==> src/rtl/systolic_pkg.sv <==
`default_nettype none
// ============================================================================
// Module   : systolic_pkg
// Purpose  : Shared definitions for the systolic mat-vec driver: FSM state
//            encoding, default array/data/accumulator sizes and the helper
//            that sizes row/column index fields.
// Revision : 1.0 - initial release
// ============================================================================
package systolic_pkg;

    localparam int c_DEF_ARRAY_SIZE = 4;
    localparam int c_DEF_DATA_WIDTH = 16;
    localparam int c_DEF_ACC_WIDTH  = 32;

    typedef enum logic [2:0] {
        IDLE  = 3'd0,
        FETCH = 3'd1,
        DRAIN = 3'd2,
        ACT   = 3'd3,
        WAIT  = 3'd4,
        OUT   = 3'd5
    } drv_state_t;

    // Index width for an N-wide dimension; never narrower than one bit so a
    // 1x1 array still has a legal row/col field.
    function automatic int idx_width(input int n);
        return (n > 1) ? $clog2(n) : 1;
    endfunction

endpackage
`default_nettype wire

==> src/rtl/systolic_matvec_driver_if.sv <==
`default_nettype none
// ============================================================================
// Module   : systolic_matvec_driver_if
// Purpose  : Bundles the job request, weight-memory read port, systolic array
//            load/issue/result ports and the result handshake.
//            master : driver side (systolic_matvec_driver)
//            slave  : environment side (requester, memory, array, consumer)
// Revision : 1.0 - initial release
// ============================================================================
interface systolic_matvec_driver_if
    import systolic_pkg::*;
#(
    parameter int ARRAY_SIZE = c_DEF_ARRAY_SIZE,
    parameter int DATA_WIDTH = c_DEF_DATA_WIDTH,
    parameter int ACC_WIDTH  = c_DEF_ACC_WIDTH,
    parameter int ADDR_W     = 12
);
    localparam int c_IDX_W = idx_width(ARRAY_SIZE);

    logic                             start;
    logic [ADDR_W-1:0]                w_base;
    logic [ARRAY_SIZE*DATA_WIDTH-1:0] act_vec;
    logic                             busy;
    logic                             mem_rd_en;
    logic [ADDR_W-1:0]                mem_rd_addr;
    logic [DATA_WIDTH-1:0]            mem_rd_data;
    logic                             sa_load_weight;
    logic [c_IDX_W-1:0]               sa_weight_row;
    logic [c_IDX_W-1:0]               sa_weight_col;
    logic [DATA_WIDTH-1:0]            sa_weight_data;
    logic                             sa_valid_in;
    logic [ARRAY_SIZE*DATA_WIDTH-1:0] sa_act_in;
    logic                             sa_valid_out;
    logic [ARRAY_SIZE*ACC_WIDTH-1:0]  sa_result_in;
    logic                             res_valid;
    logic                             res_ready;
    logic [ARRAY_SIZE*ACC_WIDTH-1:0]  res_data;
    logic                             err;

    modport master (
        input  start, w_base, act_vec, mem_rd_data, sa_valid_out, sa_result_in, res_ready,
        output busy, mem_rd_en, mem_rd_addr, sa_load_weight, sa_weight_row, sa_weight_col,
               sa_weight_data, sa_valid_in, sa_act_in, res_valid, res_data, err
    );

    modport slave (
        output start, w_base, act_vec, mem_rd_data, sa_valid_out, sa_result_in, res_ready,
        input  busy, mem_rd_en, mem_rd_addr, sa_load_weight, sa_weight_row, sa_weight_col,
               sa_weight_data, sa_valid_in, sa_act_in, res_valid, res_data, err
    );

endinterface
`default_nettype wire

==> src/rtl/systolic_drv_addr_gen.sv <==
`default_nettype none
// ============================================================================
// Module   : systolic_drv_addr_gen
// Purpose  : Row-major weight tile walker. Produces the weight-memory read
//            address base + r*N + c (wrapping modulo 2^ADDR_W) and a copy of
//            (r, c) delayed by one cycle to line up with the memory's fixed
//            one-cycle read latency.
// Ports    : i_load   - latch i_base and restart at (0,0)
//            i_fetch  - a read is issued this cycle; advance (r, c)
//            o_rd_addr- read address (0 when not fetching)
//            o_last   - current read is cell (N-1, N-1)
//            o_wr_*   - array write strobe/indices for the data returning now
// Revision : 1.0 - initial release
// ============================================================================
module systolic_drv_addr_gen
    import systolic_pkg::*;
#(
    parameter  int ARRAY_SIZE = c_DEF_ARRAY_SIZE,
    parameter  int ADDR_W     = 12,
    localparam int IDX_W      = idx_width(ARRAY_SIZE)
) (
    input  wire logic              clk,
    input  wire logic              rst,
    input  wire logic              i_load,
    input  wire logic [ADDR_W-1:0] i_base,
    input  wire logic              i_fetch,
    output logic [ADDR_W-1:0]      o_rd_addr,
    output logic                   o_last,
    output logic                   o_wr_en,
    output logic [IDX_W-1:0]       o_wr_row,
    output logic [IDX_W-1:0]       o_wr_col
);
    localparam logic [IDX_W-1:0]  c_LAST   = IDX_W'(ARRAY_SIZE - 1);
    localparam logic [ADDR_W-1:0] c_STRIDE = ADDR_W'(ARRAY_SIZE);

    logic [ADDR_W-1:0] r_base;
    logic [IDX_W-1:0]  r_row;
    logic [IDX_W-1:0]  r_col;
    logic              r_wr_en;
    logic [IDX_W-1:0]  r_wr_row;
    logic [IDX_W-1:0]  r_wr_col;
    logic [ADDR_W-1:0] w_addr;

    // Truncation to ADDR_W bits gives the required modulo-2^ADDR_W wrap.
    assign w_addr = r_base + ADDR_W'(r_row) * c_STRIDE + ADDR_W'(r_col);

    always_ff @(posedge clk) begin
        if (rst) begin
            r_base   <= '0;
            r_row    <= '0;
            r_col    <= '0;
            r_wr_en  <= 1'b0;
            r_wr_row <= '0;
            r_wr_col <= '0;
        end else begin
            r_wr_en  <= i_fetch;
            r_wr_row <= r_row;
            r_wr_col <= r_col;
            if (i_load) begin
                r_base <= i_base;
                r_row  <= '0;
                r_col  <= '0;
            end else if (i_fetch) begin
                if (r_col == c_LAST) begin
                    r_col <= '0;
                    r_row <= (r_row == c_LAST) ? '0 : r_row + 1'b1;
                end else begin
                    r_col <= r_col + 1'b1;
                end
            end
        end
    end

    assign o_rd_addr = i_fetch ? w_addr : '0;
    assign o_last    = (r_row == c_LAST) && (r_col == c_LAST);
    assign o_wr_en   = r_wr_en;
    assign o_wr_row  = r_wr_row;
    assign o_wr_col  = r_wr_col;

endmodule
`default_nettype wire

==> src/rtl/systolic_matvec_driver.sv <==
`default_nettype none
// ============================================================================
// Module   : systolic_matvec_driver
// Purpose  : Sequences one matrix-vector job on an N x N systolic array:
//            loads all N*N weights from memory, issues the activation vector
//            once, captures the array result and presents it on a
//            valid/ready handshake.
// Ports    : clk, rst (synchronous, active-high)
//            bus_if (master) - job request, weight memory read port, array
//                              load/issue/result ports, result handshake, err
// Config   : SYSTOLIC_DRV_TIMEOUT_EN - when defined, a watchdog aborts WAIT
//            after TIMEOUT_CYC cycles and pulses err; otherwise err is 0.
// Revision : 1.0 - initial release
// ============================================================================
module systolic_matvec_driver
    import systolic_pkg::*;
#(
    parameter int ARRAY_SIZE  = c_DEF_ARRAY_SIZE,
    parameter int DATA_WIDTH  = c_DEF_DATA_WIDTH,
    parameter int ACC_WIDTH   = c_DEF_ACC_WIDTH,
    parameter int ADDR_W      = 12,
    parameter int TIMEOUT_CYC = 64
) (
    input  wire logic                clk,
    input  wire logic                rst,
    systolic_matvec_driver_if.master bus_if
);
    localparam int c_IDX_W = idx_width(ARRAY_SIZE);

    if (TIMEOUT_CYC < 1) begin : g_bad_timeout
        $error("TIMEOUT_CYC must be at least 1");
    end

    drv_state_t                       r_state;
    drv_state_t                       w_next;
    logic [ARRAY_SIZE*DATA_WIDTH-1:0] r_act;
    logic [ARRAY_SIZE*ACC_WIDTH-1:0]  r_res;
    logic                             w_start_job;
    logic                             w_fetch;
    logic                             w_valid_in;
    logic                             w_res_valid;
    logic                             w_capture;
    logic                             w_last;
    logic                             w_wr_en;
    logic [c_IDX_W-1:0]               w_wr_row;
    logic [c_IDX_W-1:0]               w_wr_col;

`ifdef SYSTOLIC_DRV_TIMEOUT_EN
    localparam int c_TO_W = $clog2(TIMEOUT_CYC + 1);

    logic [c_TO_W-1:0] r_wait_cnt;
    logic              r_err;
    logic              w_timeout;

    // Fires on the TIMEOUT_CYC-th WAIT cycle without a result.
    assign w_timeout = (r_state == WAIT) && !bus_if.sa_valid_out &&
                       (r_wait_cnt == c_TO_W'(TIMEOUT_CYC - 1));

    always_ff @(posedge clk) begin
        if (rst) begin
            r_wait_cnt <= '0;
            r_err      <= 1'b0;
        end else begin
            r_err <= w_timeout;
            if ((r_state == WAIT) && !w_timeout) begin
                r_wait_cnt <= r_wait_cnt + 1'b1;
            end else begin
                r_wait_cnt <= '0;
            end
        end
    end

    assign bus_if.err = r_err;
`else
    assign bus_if.err = 1'b0;
`endif

    always_ff @(posedge clk) begin
        if (rst) begin
            r_state <= IDLE;
            r_act   <= '0;
            r_res   <= '0;
        end else begin
            r_state <= w_next;
            if (w_start_job) begin
                r_act <= bus_if.act_vec;
            end
            if (w_capture) begin
                r_res <= bus_if.sa_result_in;
            end
        end
    end

    always_comb begin
        w_next      = r_state;
        w_start_job = 1'b0;
        w_fetch     = 1'b0;
        w_valid_in  = 1'b0;
        w_res_valid = 1'b0;
        w_capture   = 1'b0;
        unique case (r_state)
            IDLE: begin
                if (bus_if.start) begin
                    w_start_job = 1'b1;
                    w_next      = FETCH;
                end
            end
            FETCH: begin
                w_fetch = 1'b1;
                if (w_last) begin
                    w_next = DRAIN;
                end
            end
            // One idle cycle lets the final read's data reach the array.
            DRAIN: w_next = ACT;
            ACT: begin
                w_valid_in = 1'b1;
                w_next     = WAIT;
            end
            WAIT: begin
                if (bus_if.sa_valid_out) begin
                    w_capture = 1'b1;
                    w_next    = OUT;
                end
`ifdef SYSTOLIC_DRV_TIMEOUT_EN
                else if (w_timeout) begin
                    w_next = IDLE;
                end
`endif
            end
            OUT: begin
                w_res_valid = 1'b1;
                if (bus_if.res_ready) begin
                    w_next = IDLE;
                end
            end
            default: w_next = IDLE;
        endcase
    end

    systolic_drv_addr_gen #(
        .ARRAY_SIZE (ARRAY_SIZE),
        .ADDR_W     (ADDR_W)
    ) u_addr_gen (
        .clk       (clk),
        .rst       (rst),
        .i_load    (w_start_job),
        .i_base    (bus_if.w_base),
        .i_fetch   (w_fetch),
        .o_rd_addr (bus_if.mem_rd_addr),
        .o_last    (w_last),
        .o_wr_en   (w_wr_en),
        .o_wr_row  (w_wr_row),
        .o_wr_col  (w_wr_col)
    );

    assign bus_if.busy           = (r_state != IDLE);
    assign bus_if.mem_rd_en      = w_fetch;
    assign bus_if.sa_load_weight = w_wr_en;
    assign bus_if.sa_weight_row  = w_wr_row;
    assign bus_if.sa_weight_col  = w_wr_col;
    // Gated so the write bus reads 0 whenever no write is in flight.
    assign bus_if.sa_weight_data = w_wr_en ? bus_if.mem_rd_data : '0;
    assign bus_if.sa_valid_in    = w_valid_in;
    assign bus_if.sa_act_in      = w_valid_in ? r_act : '0;
    assign bus_if.res_valid      = w_res_valid;
    assign bus_if.res_data       = r_res;

endmodule
`default_nettype wire

==> src/flat_wrapper.sv <==
// flat-port wrapper written by rule: the top's interface ports become plain ports
module systolic_matvec_driver_flat import systolic_pkg::*;
#(
    parameter int ARRAY_SIZE  = c_DEF_ARRAY_SIZE,
    parameter int DATA_WIDTH  = c_DEF_DATA_WIDTH,
    parameter int ACC_WIDTH   = c_DEF_ACC_WIDTH,
    parameter int ADDR_W      = 12,
    parameter int TIMEOUT_CYC = 64
)
  (clk, rst, bus_if_start, bus_if_w_base, bus_if_act_vec, bus_if_mem_rd_data, bus_if_sa_valid_out, bus_if_sa_result_in, bus_if_res_ready, bus_if_busy, bus_if_mem_rd_en, bus_if_mem_rd_addr, bus_if_sa_load_weight, bus_if_sa_weight_row, bus_if_sa_weight_col, bus_if_sa_weight_data, bus_if_sa_valid_in, bus_if_sa_act_in, bus_if_res_valid, bus_if_res_data, bus_if_err);
  systolic_matvec_driver_if #(.ARRAY_SIZE(ARRAY_SIZE), .DATA_WIDTH(DATA_WIDTH), .ACC_WIDTH(ACC_WIDTH), .ADDR_W(ADDR_W)) bus_if_i ();
  input  wire logic clk;
  input  wire logic rst;
  input wire logic [$bits(bus_if_i.start)-1:0] bus_if_start;
  input wire logic [$bits(bus_if_i.w_base)-1:0] bus_if_w_base;
  input wire logic [$bits(bus_if_i.act_vec)-1:0] bus_if_act_vec;
  input wire logic [$bits(bus_if_i.mem_rd_data)-1:0] bus_if_mem_rd_data;
  input wire logic [$bits(bus_if_i.sa_valid_out)-1:0] bus_if_sa_valid_out;
  input wire logic [$bits(bus_if_i.sa_result_in)-1:0] bus_if_sa_result_in;
  input wire logic [$bits(bus_if_i.res_ready)-1:0] bus_if_res_ready;
  output wire logic [$bits(bus_if_i.busy)-1:0] bus_if_busy;
  output wire logic [$bits(bus_if_i.mem_rd_en)-1:0] bus_if_mem_rd_en;
  output wire logic [$bits(bus_if_i.mem_rd_addr)-1:0] bus_if_mem_rd_addr;
  output wire logic [$bits(bus_if_i.sa_load_weight)-1:0] bus_if_sa_load_weight;
  output wire logic [$bits(bus_if_i.sa_weight_row)-1:0] bus_if_sa_weight_row;
  output wire logic [$bits(bus_if_i.sa_weight_col)-1:0] bus_if_sa_weight_col;
  output wire logic [$bits(bus_if_i.sa_weight_data)-1:0] bus_if_sa_weight_data;
  output wire logic [$bits(bus_if_i.sa_valid_in)-1:0] bus_if_sa_valid_in;
  output wire logic [$bits(bus_if_i.sa_act_in)-1:0] bus_if_sa_act_in;
  output wire logic [$bits(bus_if_i.res_valid)-1:0] bus_if_res_valid;
  output wire logic [$bits(bus_if_i.res_data)-1:0] bus_if_res_data;
  output wire logic [$bits(bus_if_i.err)-1:0] bus_if_err;
  assign bus_if_i.start = bus_if_start;
  assign bus_if_i.w_base = bus_if_w_base;
  assign bus_if_i.act_vec = bus_if_act_vec;
  assign bus_if_i.mem_rd_data = bus_if_mem_rd_data;
  assign bus_if_i.sa_valid_out = bus_if_sa_valid_out;
  assign bus_if_i.sa_result_in = bus_if_sa_result_in;
  assign bus_if_i.res_ready = bus_if_res_ready;
  assign bus_if_busy = bus_if_i.busy;
  assign bus_if_mem_rd_en = bus_if_i.mem_rd_en;
  assign bus_if_mem_rd_addr = bus_if_i.mem_rd_addr;
  assign bus_if_sa_load_weight = bus_if_i.sa_load_weight;
  assign bus_if_sa_weight_row = bus_if_i.sa_weight_row;
  assign bus_if_sa_weight_col = bus_if_i.sa_weight_col;
  assign bus_if_sa_weight_data = bus_if_i.sa_weight_data;
  assign bus_if_sa_valid_in = bus_if_i.sa_valid_in;
  assign bus_if_sa_act_in = bus_if_i.sa_act_in;
  assign bus_if_res_valid = bus_if_i.res_valid;
  assign bus_if_res_data = bus_if_i.res_data;
  assign bus_if_err = bus_if_i.err;
  systolic_matvec_driver #(.ARRAY_SIZE(ARRAY_SIZE), .DATA_WIDTH(DATA_WIDTH), .ACC_WIDTH(ACC_WIDTH), .ADDR_W(ADDR_W), .TIMEOUT_CYC(TIMEOUT_CYC)) u_core (.clk(clk), .rst(rst), .bus_if(bus_if_i));
endmodule
==> config.mk <==
export PLATFORM = sky130hd
export DESIGN_NAME = systolic_matvec_driver_flat
export DESIGN_NICKNAME = d
export VERILOG_FILES = /design/src/rtl/systolic_pkg.sv /design/src/rtl/systolic_matvec_driver_if.sv /design/src/rtl/systolic_drv_addr_gen.sv /design/src/rtl/systolic_matvec_driver.sv /design/src/flat_wrapper.sv
export SDC_FILE = /design/constraint.sdc
export NUM_CORES = 1
export LEC_CHECK = 0
export CORE_AREA = 2 2 178 180
export CTS_BUF_LIST = sky130_fd_sc_hd__clkbuf_16
export DETAILED_ROUTE_END_ITERATION = 10
export DIE_AREA = 0 0 180 182
export SLEW_MARGIN = 15
export SYNTH_ARGS = -nofsm -noshare
export SYNTH_HDL_FRONTEND = slang
export SYNTH_SLANG_ARGS = --single-unit
==> constraint.sdc <==
create_clock -name clk -period 2.7 [get_ports clk]
set_input_delay 0.54 -clock clk [delete_from_list [all_inputs] [get_ports clk]]
set_output_delay 0.54 -clock clk [all_outputs]
set_load 0.05 [all_outputs]
# == Word-level counts from Yosys, hierarchy flattened ==
# Index checks and enable logic that the tools add are counted.
# totals
register_bits,216
inputBits,225
out_inout_bits,230
elab_cells,47
# classes
n_addsub,4
n_eq_ne,11
muxes,17
n_reduce_logical,6
# ops
op,count
64-bit 2-to-1 mux,1
3-bit case mux with 6 select lines,1
16-bit 2-to-1 mux,1
12-bit by 2-bit adder with 12-bit output,1
12-bit by 4-bit adder with 12-bit output,1
12-bit 2-to-1 mux,1
3-bit 2-to-1 mux,4
"2-bit != test, second input constant",4
1-bit 2-to-1 mux,7
"3-bit by 2-bit equality test with 1-bit output, second input constant",2
"3-bit equality test, second input constant",2
"2-bit by 1-bit adder with 2-bit output, second input constant",2
"2-bit equality test, second input constant",2
2-bit 2-to-1 mux,2
4-bit AND reduction,1
"3-bit by 1-bit equality test with 1-bit output, second input constant",1
3-bit zero test,1
3-bit nonzero test,1
2-bit AND reduction,1
2-bit OR reduction,1
1-bit logical AND,1

# == Logic depth before layout (Yosys ltp) ==
# Gate-level depths: netlist of the first run.
# depth
ltp_word,4
depth_mapped,7

# == Cells and area by module ==
# From an unflattened synthesis of the first run, not the netlist that was laid out.
# hier_totals
hier_cells,1072
area_unflattened_um2,8807.2
# by_module_without_submodules
module,instances,cells_each,area_each_um2,seq_area_each_um2
systolic_matvec_driver,1,951,7696.1,3903.7
systolic_drv_addr_gen,1,121,1111.1,420.4

# == Worst setup path before layout of the first run ==
# No wires, ideal clock.
# synth_path
kind,register to output
startpoint,register u_core.u_addr_gen.r_col[0]
endpoint,output bus_if_mem_rd_addr[10]
arrival_ps,2343
required_ps,2160
path_slack_ps,-183
stages_incl_launch_ff,7
n_path_buf,0
path_cell_list,dfxtp_1 -> ha_1 -> fa_1 -> a21o_1 -> a21oi_1 -> o21ai_0 -> a21oi_1
# synth_via
elab_chain_len,2
# synth_rtl
element,line,text
start: declaration,systolic_drv_addr_gen.sv:38,logic [IDX_W-1:0] r_col;
start signal: assignment,systolic_drv_addr_gen.sv:68,r_col <= r_col + 1'b1;
12-bit by 2-bit adder with 12-bit output,systolic_drv_addr_gen.sv:45,assign w_addr = r_base + ADDR_W'(r_row) * c_STRIDE + ADDR_W'(r_col);
12-bit 2-to-1 mux,systolic_drv_addr_gen.sv:74,assign o_rd_addr = i_fetch ? w_addr : '0;
end: declaration,flat_wrapper.sv:23,output wire logic [$bits(bus_if_i.mem_rd_addr)-1:0] bus_if_mem_rd_addr;
# Every way passes these cells.

# == Worst setup path after layout of the first run ==
# layout_path
startpoint,register u_core.u_addr_gen.r_col[0]
endpoint,output bus_if_mem_rd_addr[4]
# Same word-level chain as after synthesis.

==> results of run 1 <==
-- power by group through the flow --
stage               logic [mW]  registers, mW  clock network [mW]
floorplan                0.413           3.41                   0
global placement         0.925           3.41                   0
detailed placement       0.932           3.42                   0
CTS                      0.945           3.35                3.14
global route              1.02           3.36                3.25
finish                   0.942           3.35                3.03
-- timing repair --
action | 4_1_cts | 5_1_grt
setup endpoints to repair | 10 | 11
gates resized for setup | 28 | 16
pin swaps | 15 | 12
buffers inserted | 5 | 1
-- cell usage after synthesis (2+ instances only) --
cell        n
a21o_1      2
mux2i_1     2
nand4_1     2
nor2b_1     4
nor3b_1     3
or3_1       8
a211oi_1    2
buf_6       2
and2_1     83
a21oi_1   217
or3b_1      2
clkbuf_1   49
inv_1       3
ha_1        6
dfxtp_1   216
a211o_1     2
nor2_1      4
xnor2_1     3
nand3_1     2
nand2_1   413
nor3_1      6
o21ai_0     8
buf_2      31
-- cell families (layout without fill, tap and decap cells) --
logic type | Yosys count | after routing | synth area share [%]
XOR/XNOR | 3 | 3 | 0.315
adder cells (fa/ha/maj) | 7 | 7 | 1.14
AO/OA/AOI/OAI | 234 | 234 | 14.5
other | 1 | 1 | 0.0449
flip-flops | 216 | 216 | 51.8
AND/OR/NAND/NOR | 532 | 532 | 27.4
buffers and inverters | 87 | 516 | 4.66
multiplexers | 2 | 2 | 0.240
-- worst reg2reg max path: cells and delay by family (launching register included) --
family,cells,cell delay (ps)
AOI/OAI and AO/OA,1,170
buffers and inverters,2,330
DFF,1,440
and+or+nand+nor,3,820
-- layer usage --
layer	wire, um	global-route usage [%]
met5	13	0
met4	509	3.97
met3	2660	6.22
met2	14800	30.5
met1	12200	20.0
-- flip-flops by register name, summed over array words and instances (netlist names) --
signal                      flops
u_core.bus_if.res_data        128
u_core.r_act                   64
u_core.u_addr_gen.r_base       12
u_core.r_state                  3
u_core.u_addr_gen.o_wr_col      2
u_core.u_addr_gen.o_wr_row      2
u_core.u_addr_gen.r_col         2
u_core.u_addr_gen.r_row         2
u_core.u_addr_gen.o_wr_en       1
-- cells in the final DEF, fill, tap and decap left out, drive strengths merged, types with 7 or more instances in the layout --
cell type / n
inv: 7
and2: 83
buf: 116
a21oi: 217
clkdlybuf4s50: 356
clkbuf: 25
or3: 8
nand2: 414
o21ai: 8
clkinv: 10
dfxtp: 216
-- metrics by stage --
step	setup TNS, ps	hold slack [ps]	cell area [um2]	std cells
after floorplan	0	432	8370	1082
after global placement	0	438	14000	1868
after detailed placement	0	442	14000	1868
after CTS	-1060	449	14800	1912
after global routing	-1370	464	14900	1913
final	-512	448	14900	1913
-- worst max path at each step --
stage,startpoint,cells after the start,endpoint
floorplan,u_core.u_addr_gen.r_col[0],6,bus_if_mem_rd_addr[10]
global placement,u_core.u_addr_gen.r_col[1],6,bus_if_mem_rd_addr[11]
detailed placement,u_core.u_addr_gen.r_col[1],6,bus_if_mem_rd_addr[9]
CTS,u_core.u_addr_gen.r_col[0],9,bus_if_mem_rd_addr[4]
global route,u_core.u_addr_gen.r_col[0],9,bus_if_mem_rd_addr[4]
finish,u_core.u_addr_gen.r_col[0],9,bus_if_mem_rd_addr[4]
-- final cells by class --
cell class / count / area [um2] / share of cell area (%)
clock buffer: 25 / 626 / 4.20
inverter: 4 / 20.0 / 0.134
sequential: 216 / 4340 / 29.2
timing repair buffer: 473 / 5520 / 37.0
tap: 402 / 503 / 3.38
multi-input combinational: 779 / 3800 / 25.5
clock inverter: 14 / 78.8 / 0.529
==> flow_summary_export.csv, run 1 <==
group,metric,value,unit
outcome,status,"complete, but fails checks",
outcome,violations,"setup timing",
floorplan,io_pins,455,
power_and_ir_drop,finalPower,7.32,mW
drt,drt_iter0_drc,309,
power_and_ir_drop,power.leakage,5.34,nW
synth,ys_top_cells_by_area,"dfxtp_1, nand2_1, a21oi_1, and2_1, clkbuf_1",
floorplan,die-width,180,um
finish,fin_util,48.1,%
timing,post-route-min-period,2820,ps
synth,synth_area_per_cell,7.72,um2
grt,grt_antenna_before_repair,1,
critical_path,crit_path_end_kind,"output pin",
timing,hold_viol_final,0,
drt,dr.pass1.iters,5,
worst_hold_path,whs_endpoint,"u_core.r_act[25]",
power_and_ir_drop,powerDensity,492,nW/um2
place,dp_hpwl,21.1,mm
power_and_ir_drop,switching_share,24.7,%
synth,synth_area_leader_cell,"dfxtp_1",
grt,grt_pass1_wl,46.3,mm
finish,n_fill_cell,3015,
synth,ys_seq_area_share,51.8,%
critical_path,crit_path_max_incr_delay,350,ps
critical_path,crit_top_cell,"buf_6",
critical_path,crit_buf_inv,3,
synth,synthCells,1082,
timing,drv_slew,0,
synth,yosys.area.top_type_share,51.8,%
power_and_ir_drop,p_switching,1.81,mW
synth,syn_area,8350,um2
clock_network,cts_tree,"done",
critical_path,critical_path_arrival,2280,ps
power_and_ir_drop,clkPwrFrac,41.4,%
timing,finClkSkew,8.16,ps
floorplan,start_util,27.0,%
power_and_ir_drop,peakVddDrop,0.372,mV
grt,overflow,0,
worst_hold_path,hp-start,"u_core.r_act[25]",
power_and_ir_drop,sequentialPowerShare,45.7,%
timing,fin_crit_sh,104,%
clock_network,h-tree-depth,1,
worst_hold_path,hold_depth,2,
critical_path,reg2reg_depth,6,
finish,drive_above_1_share,12.1,%
floorplan,num_rows,65,
finish,num_antenna_cells,0,
place,place.gp.congestion,0.774,
grt,gr-usage-all-layers,17.3,%
critical_path,cp_cell_sequence,"ha_4, fa_2, a21o_1, a21oi_2, buf_6, buf_6, xnor2_4, nor2_4, buf_12",
power_and_ir_drop,p_int,5.51,mW
synth,ys_ff_latch,216,
drt,via_count,8634,
place,portBuffers,453,
clock_network,cts_root_buffer,"clkbuf_16",
timing,tightestPinTransition,665,ps
power_and_ir_drop,power_frac_comb,12.9,%
synth,ys_warn_count,0,
grt,grt_pass1_vias,8328,
floorplan,core_area,31000,um2
finish,syn_to_final_growth,78.3,%
critical_path,start_kind,"register",
critical_path,critPathKind,"register to output pin",
timing,rsz0062_at_grt,"true",
clock_network,worstSkewPairLatency,520,ps
drt,drt-total-wl,30.1,mm
drt,drc_errors,0,
clock_network,cts_made_buffers,25,
floorplan,fp.dieH,182,um
critical_path,reg2reg_setup_slack,860,ps
finish,nets,1731,
synth,synth_edf_count,0,
timing,slew_headroom,55.7,%
place,place_ws,135,ps
critical_path,cp_slowest_cell,"dfxtp_4",
run,cap_viol_max_count,0,
critical_path,crit_required,2160,ps
clock_network,clkTransAtPathRegs,60,ps
timing,fmax,355,MHz
drt,route.detailed.vias_per_inst,4.51,
drt,wl_per_cell,15.8,um
timing,setup_violations,7,
critical_path,cp_max_fo,7,
synth,synth.net_count,1314,
critical_path,timing.rr.start,"u_core.r_state[0]",
synth,ys_types,35,
clock_network,cts_hold_buf,0,
clock_network,cts.sinks,216,
clock_network,clockBufferDepth,3,
drt,ant_nets,0,
grt,grt_max_degree,129,
critical_path,crit_family,"adder cells",
synth,ys.flop_type,"dfxtp_1",
critical_path,r2r_end,"u_core.u_addr_gen.r_row[0]",
timing,setup_ws,-119,ps
worst_hold_path,hold_path.class,"register to register",
floorplan,die_area,32800,um2
synth,synthArstFlopShare,0,%
(Power assumes the default switching activity.)
==> inputs of run 2 (changes only) <==
- ABC_AREA: default -> 1
- CORE_AREA: 2 2 178 180 -> 2 2 179 181
- DIE_AREA: 0 0 180 182 -> 0 0 181 183
==> run 2 against run 1 <==
Compared with the run above:
- the flow now finishes without violations
- combinational power rose to 5.9 times the previous value
- power up 81%
- global-route usage down 0.71 points
- synthesized cell count up 5.8%
- clock power up 11%
- cell count up 4.4%
- first-iteration DRC count down 4.9%
- wire length down 4.4%
- clock skew up 7.6 ps
- highest routed layer is now met4
- synthesized area up 3.2%
==> flow_summary_export.csv, run 2 <==
group,metric,value,unit
grt,grt_pass1_vias,8400,
place,dp_hpwl,21.1,mm
timing,setup_violations,0,
synth,synth_simple_gate_area_share,8.49,%
critical_path,critical_path_arrival,2100,ps
grt,grt_antenna_before_repair,0,
run,cap_viol_max_count,0,
synth,ys_top_cells_by_area,"dfxtp_1, a21oi_1, inv_1, o21ai_0, nor2_1",
clock_network,h-tree-depth,1,
critical_path,cp_max_fo,5,
floorplan,start_util,27.6,%
finish,drive_above_1_share,11.7,%
worst_hold_path,hold_depth,2,
floorplan,io_pins,455,
synth,ys_seq_area_share,50.1,%
critical_path,crit_path_max_incr_delay,400,ps
critical_path,start_kind,"register",
synth,synthAdderAreaFrac,1.10,%
place,portBuffers,453,
synth,ys_ff_latch,216,
power_and_ir_drop,finalPower,13.3,mW
grt,use_met1,19.1,%
floorplan,die-width,181,um
timing,whs,440,ps
timing,fin_crit_sh,97.6,%
finish,final_common_cell,"clkdlybuf4s50_1",
place,place_ws,360,ps
timing,hold_viol_final,0,
grt,grt_pass1_wl,44.7,mm
synth,synth_common_cells,"inv_1, a21oi_1, dfxtp_1, o21ai_0, nor2_1",
floorplan,num_rows,65,
grt,overflow,0,
finish,layout_common_cells,"clkdlybuf4s50_1, inv_1, a21oi_1",
clock_network,cts_tree,"done",
clock_network,cts.sinks,216,
grt,use_met3,6.18,%
clock_network,worstSkewPairLatency,530,ps
synth,synth_area_per_cell,7.53,um2
place,place.gp.congestion,0.825,
drt,route.detailed.vias_per_inst,4.33,
synth,synth_mux_area_share,0,%
drt,ant_nets,0,
clock_network,clockBufferDepth,3,
timing,drv_slew,0,
timing,slew_headroom,54.5,%
critical_path,crit_required,2160,ps
floorplan,fp.dieH,183,um
clock_network,cts_hold_buf,0,
synth,ys.flop_type,"dfxtp_1",
critical_path,cp_cell_sequence,"ha_4, fa_2, nand3_2, nand2_4, nand2_1, nor2_1, nor2_1, nor2_1, clkbuf_16",
grt,gr-usage-all-layers,16.6,%
critical_path,startpoint,"u_core.u_addr_gen.r_col[0]",
synth,post-synth-top-count-cell,"inv_1",
timing,setup_ws,65.0,ps
worst_hold_path,hp-start,"u_core.bus_if.res_data[37]",
synth,synth.net_count,1377,
synth,ys_types,27,
finish,final_area,14400,um2
drt,wl_per_cell,14.4,um
clock_network,clkTransAtPathRegs,60,ps
power_and_ir_drop,power.leakage,5.67,nW
finish,syn_to_final_growth,67.5,%
critical_path,reg2reg_depth,6,
critical_path,crit_family,"adder cells",
drt,drt-total-wl,28.8,mm
grt,grt_max_degree,88,
grt,met2_usage,29.0,%
synth,synth_edf_count,0,
synth,synth_top_family_by_area,"compound AO/OA/AOI/OAI gates",
synth,synth_xor_area_share,0,%
synth,syn_area,8620,um2
finish,fin_util,46.2,%
drt,drc_errors,0,
critical_path,timing.rr.start,"u_core.r_state[1]",
timing,post-route-min-period,2640,ps
drt,via_count,8643,
power_and_ir_drop,powerDensity,919,nW/um2
clock_network,cts_root_buffer,"clkbuf_16",
timing,tightestPinTransition,680,ps
critical_path,cp.depth,9,
grt,grt_most_used_layer,"met2",
drt,dr.pass1.iters,4,
synth,yosys.area.top_type_share,50.1,%
timing,finClkSkew,15.7,ps
worst_hold_path,hold_path.class,"register to register",
floorplan,core_area,31200,um2
synth,synthArstFlopShare,0,%
synth,ys_warn_count,0,
power_and_ir_drop,peakVddDrop,0.529,mV
drt,drt_iter0_drc,294,
finish,largest_reg_flops,128,
clock_network,cts_made_buffers,26,
finish,num_antenna_cells,0,
timing,fmax,380,MHz
critical_path,crit_path_end_kind,"output pin",
synth,synth_area_leader_cell,"dfxtp_1",
outcome,status,"complete, no violations",
synth,synthCells,1145,
critical_path,crit_buf_inv,1,
synth,synth_compound_area_share,24.8,%
place,placed_area,13500,um2
finish,nets,1808,
critical_path,critPathKind,"register to output pin",
floorplan,die_area,33100,um2
critical_path,crit_top_cell,"nor2_1",
critical_path,cp_slowest_cell,"fa_2",
run 2: cell types whose count changed in the layout (fill, tap and decap cells not counted), moves of 8 or more:
cell | previous run | this run
nand2_1 | 412 | 55
inv_1 | 7 | 242
o21ai_0 | 2 | 169
nor2_1 | 1 | 92
and2_1 | 82 | 0
buf_4 | 28 | 99
buf_12 | 85 | 21
o21ai_1 | 2 | 38
nand3_1 | 2 | 12
or3_1 | 8 | 0
run 2: kinds of logic (layout without fill, tap and decap cells):
group	count (synthesis)	in the layout
AO/OA/AOI/OAI	426	426
other	1	1
AND/OR/NAND/NOR	177	177
adder cells (fa/ha/maj)	7	7
flip-flops	216	216
buffers and inverters	318	769
run 2: where the power goes:
group,internal (mW),switching [mW],total (mW)
clock network,1.99,1.37,3.35
registers,4.00,0.391,4.39
logic,1.95,3.57,5.52
run 2: cell type report:
type	count	area, um2
sequential	216	4330
timing repair buffer	481	4800
clock buffer	27	676
tap	402	503
fill	3094	16800
clock inverter	21	143
multi-input combinational	611	3090
inverter	240	903
run 2: what timing repair did:
| item | in CTS | in global routing |
|---|---|---|
| endpoints found under the setup margin | 10 | 11 |
| cloned | 0 | 0 |
| gates resized for setup | 9 | 25 |
| buffers inserted | 3 | 4 |
| pin swaps | 3 | 6 |
run 2: tightest hold or removal path, delay by kind of cell (launching register included):
| family | cells | cell delay, ps |
|---|---|---|
| AO/OA/AOI/OAI | 1 | 40 |
| flip-flops | 1 | 310 |
| buffers and inverters | 1 | 40 |
run 2: worst paths after layout:
kind         slack [ps]                          to
max                  60      bus_if_mem_rd_addr[10]
min                 440  u_core.bus_if.res_data[37]
max reg2reg         870  u_core.bus_if.res_data[67]
min reg2reg         440  u_core.bus_if.res_data[37]
run 2: metrics by stage:
stage / cells / setup TNS (ps)
floorplan: 1145 / 0
global placement: 1943 / 0
CTS: 1994 / 0
global route: 1998 / -6.69
detailed placement: 1943 / 0
finish: 1998 / 0
run 2: metal layers:
metal / share of wire (%) / wire length [um]
met4: 2.5 / 713
met5: 0 / 0
met2: 47 / 13600
met1: 41 / 11700
met3: 9.7 / 2780
==> inputs of run 3 (changes only) <==
- GPL_TIMING_DRIVEN: default -> 0
==> run 3 against run 2 <==
Compared with the run above:
- non-clock buffer count grew 57
- clock-buffer cell count is the same
- power grew 0.31%
- largest cell class unchanged
- critical endpoint is now bus_if_mem_rd_addr[6]
==> flow_summary_export.csv, run 3 (synthesis gave the netlist of run 2 again) <==
group,metric,value,unit
clock_network,h-tree-depth,1,
critical_path,crit_path_max_incr_delay,410,ps
clock_network,clockBufferDepth,3,
grt,overflow,0,
floorplan,num_rows,65,
grt,grt_pass1_wl,50.4,mm
critical_path,critical_path_arrival,2120,ps
grt,grt_antenna_before_repair,0,
timing,tightestPinTransition,641,ps
drt,drt-total-wl,33.1,mm
clock_network,cts_hold_buf,0,
floorplan,fp.dieH,183,um
drt,ant_nets,0,
floorplan,start_util,27.6,%
place,dp_hpwl,25.1,mm
finish,final_area,14400,um2
drt,drt_iter0_drc,358,
critical_path,crit_required,2160,ps
critical_path,cp_max_fo,5,
drt,dr.pass1.iters,5,
clock_network,cts.sinks,216,
finish,fin_util,46.1,%
worst_hold_path,hold_path.class,"register to register",
power_and_ir_drop,powerDensity,925,nW/um2
timing,fmax,375,MHz
timing,drv_slew,0,
clock_network,clkTransAtPathRegs,60,ps
place,placed_area,13700,um2
timing,rsz0062_at_grt,"true",
critical_path,cp_cell_sequence,"ha_4, fa_2, nand3_2, nand2_4, nand3_4, nand2_2, a21oi_2, buf_6",
critical_path,critPathKind,"register to output pin",
grt,grt_max_degree,13,
drt,route.detailed.vias_per_inst,4.42,
timing,fin_crit_sh,98.7,%
power_and_ir_drop,power.leakage,5.73,nW
floorplan,core_area,31200,um2
drt,drc_errors,0,
outcome,status,"complete, no violations",
drt,wl_per_cell,16.1,um
critical_path,crit_family,"adder cells",
finish,largest_reg_flops,128,
run,cap_viol_max_count,0,
clock_network,cts_made_buffers,26,
place,place.gp.congestion,0.850,
floorplan,die-width,181,um
timing,post-route-min-period,2660,ps
critical_path,crit_buf_inv,1,
grt,gr-usage-all-layers,19.1,%
grt,grt_pass1_vias,9015,
finish,layout_common_cells,"clkdlybuf4s50_1, inv_1, a21oi_1",
finish,drive_above_1_share,12.9,%
critical_path,start_kind,"register",
power_and_ir_drop,peakVddDrop,0.513,mV
critical_path,cp_slowest_cell,"fa_2",
drt,via_count,9077,
timing,slew_headroom,57.3,%
finish,nets,1865,
finish,final_common_cell,"clkdlybuf4s50_1",
timing,finClkSkew,8.72,ps
clock_network,cts_tree,"done",
finish,syn_to_final_growth,66.8,%
clock_network,worstSkewPairLatency,530,ps
floorplan,io_pins,455,
floorplan,die_area,33100,um2
timing,hold_viol_final,0,
finish,num_antenna_cells,0,
timing,setup_violations,0,
place,portBuffers,453,
critical_path,crit_path_end_kind,"output pin",
clock_network,cts_root_buffer,"clkbuf_16",
run 3: layer usage:
metal	share of wire (%)	up-vias	track usage (%)
met5	0	-	0
met4	2.4	0	5.46
met3	8.8	46	5.94
met2	49	352	34.1
met1	40	4080	22.1
li1	-	4599	-
run 3: area by class of cell:
type                            count  area (um2)
Buffer                             77         424
Clock buffer                       27         676
Clock inverter                     21         145
Fill cell                        3164       16800
Inverter                          240         901
Multi-Input combinational cell    611        3070
Sequential cell                   216        4330
Tap cell                          402         503
Timing Repair Buffer              461        4340
run 3: repair_timing:
item                                    in CTS  in global routing
endpoints found under the setup margin      87                 92
buffers inserted                             0                  8
pin swaps                                    0                  8
endpoints found under the hold margin        0                  0
gates resized for setup                    356                 93
run 3: final timing paths:
path | start | end | slack (ps) | depth (start not counted)
worst max-delay path | u_core.u_addr_gen.r_col[0] | bus_if_mem_rd_addr[6] | 40 | 8
worst min-delay path | u_core.bus_if.res_data[86] | u_core.bus_if.res_data[86] | 440 | 2
worst max register to register | u_core.r_state[2] | u_core.r_act[24] | 1040 | 5
worst min register to register | u_core.bus_if.res_data[86] | u_core.bus_if.res_data[86] | 440 | 2
run 3: where the power goes:
group	switching, mW	internal, mW
registers	0.401	4.00
clock network	1.37	1.99
logic	3.67	1.88
total	5.44	7.87
run 3: through the flow:
step | setup slack, ps | instances | hold WS (ps) | power [mW] | setup TNS, ps
6_report | 36.3 | 2055 | 441 | 13.3 | 0
5_1_grt | -51.5 | 2055 | 455 | 14.1 | -170
4_1_cts | 0.0568 | 2048 | 444 | 13.3 | 0
3_5_place_dp | -232 | 2000 | 436 | 9.94 | -4140
3_3_place_gp | -233 | 2000 | 431 | 9.89 | -3650
2_1_floorplan | 66.2 | 1145 | 428 | 7.91 | 0
run 3: worst register-to-register path, delay by kind of cell (launching register included):
kind                   cells  cell delay [ps]
buffers and inverters      3              660
AND/OR/NAND/NOR            1              250
AO/OA/AOI/OAI              1              110
flip-flops                 1              510
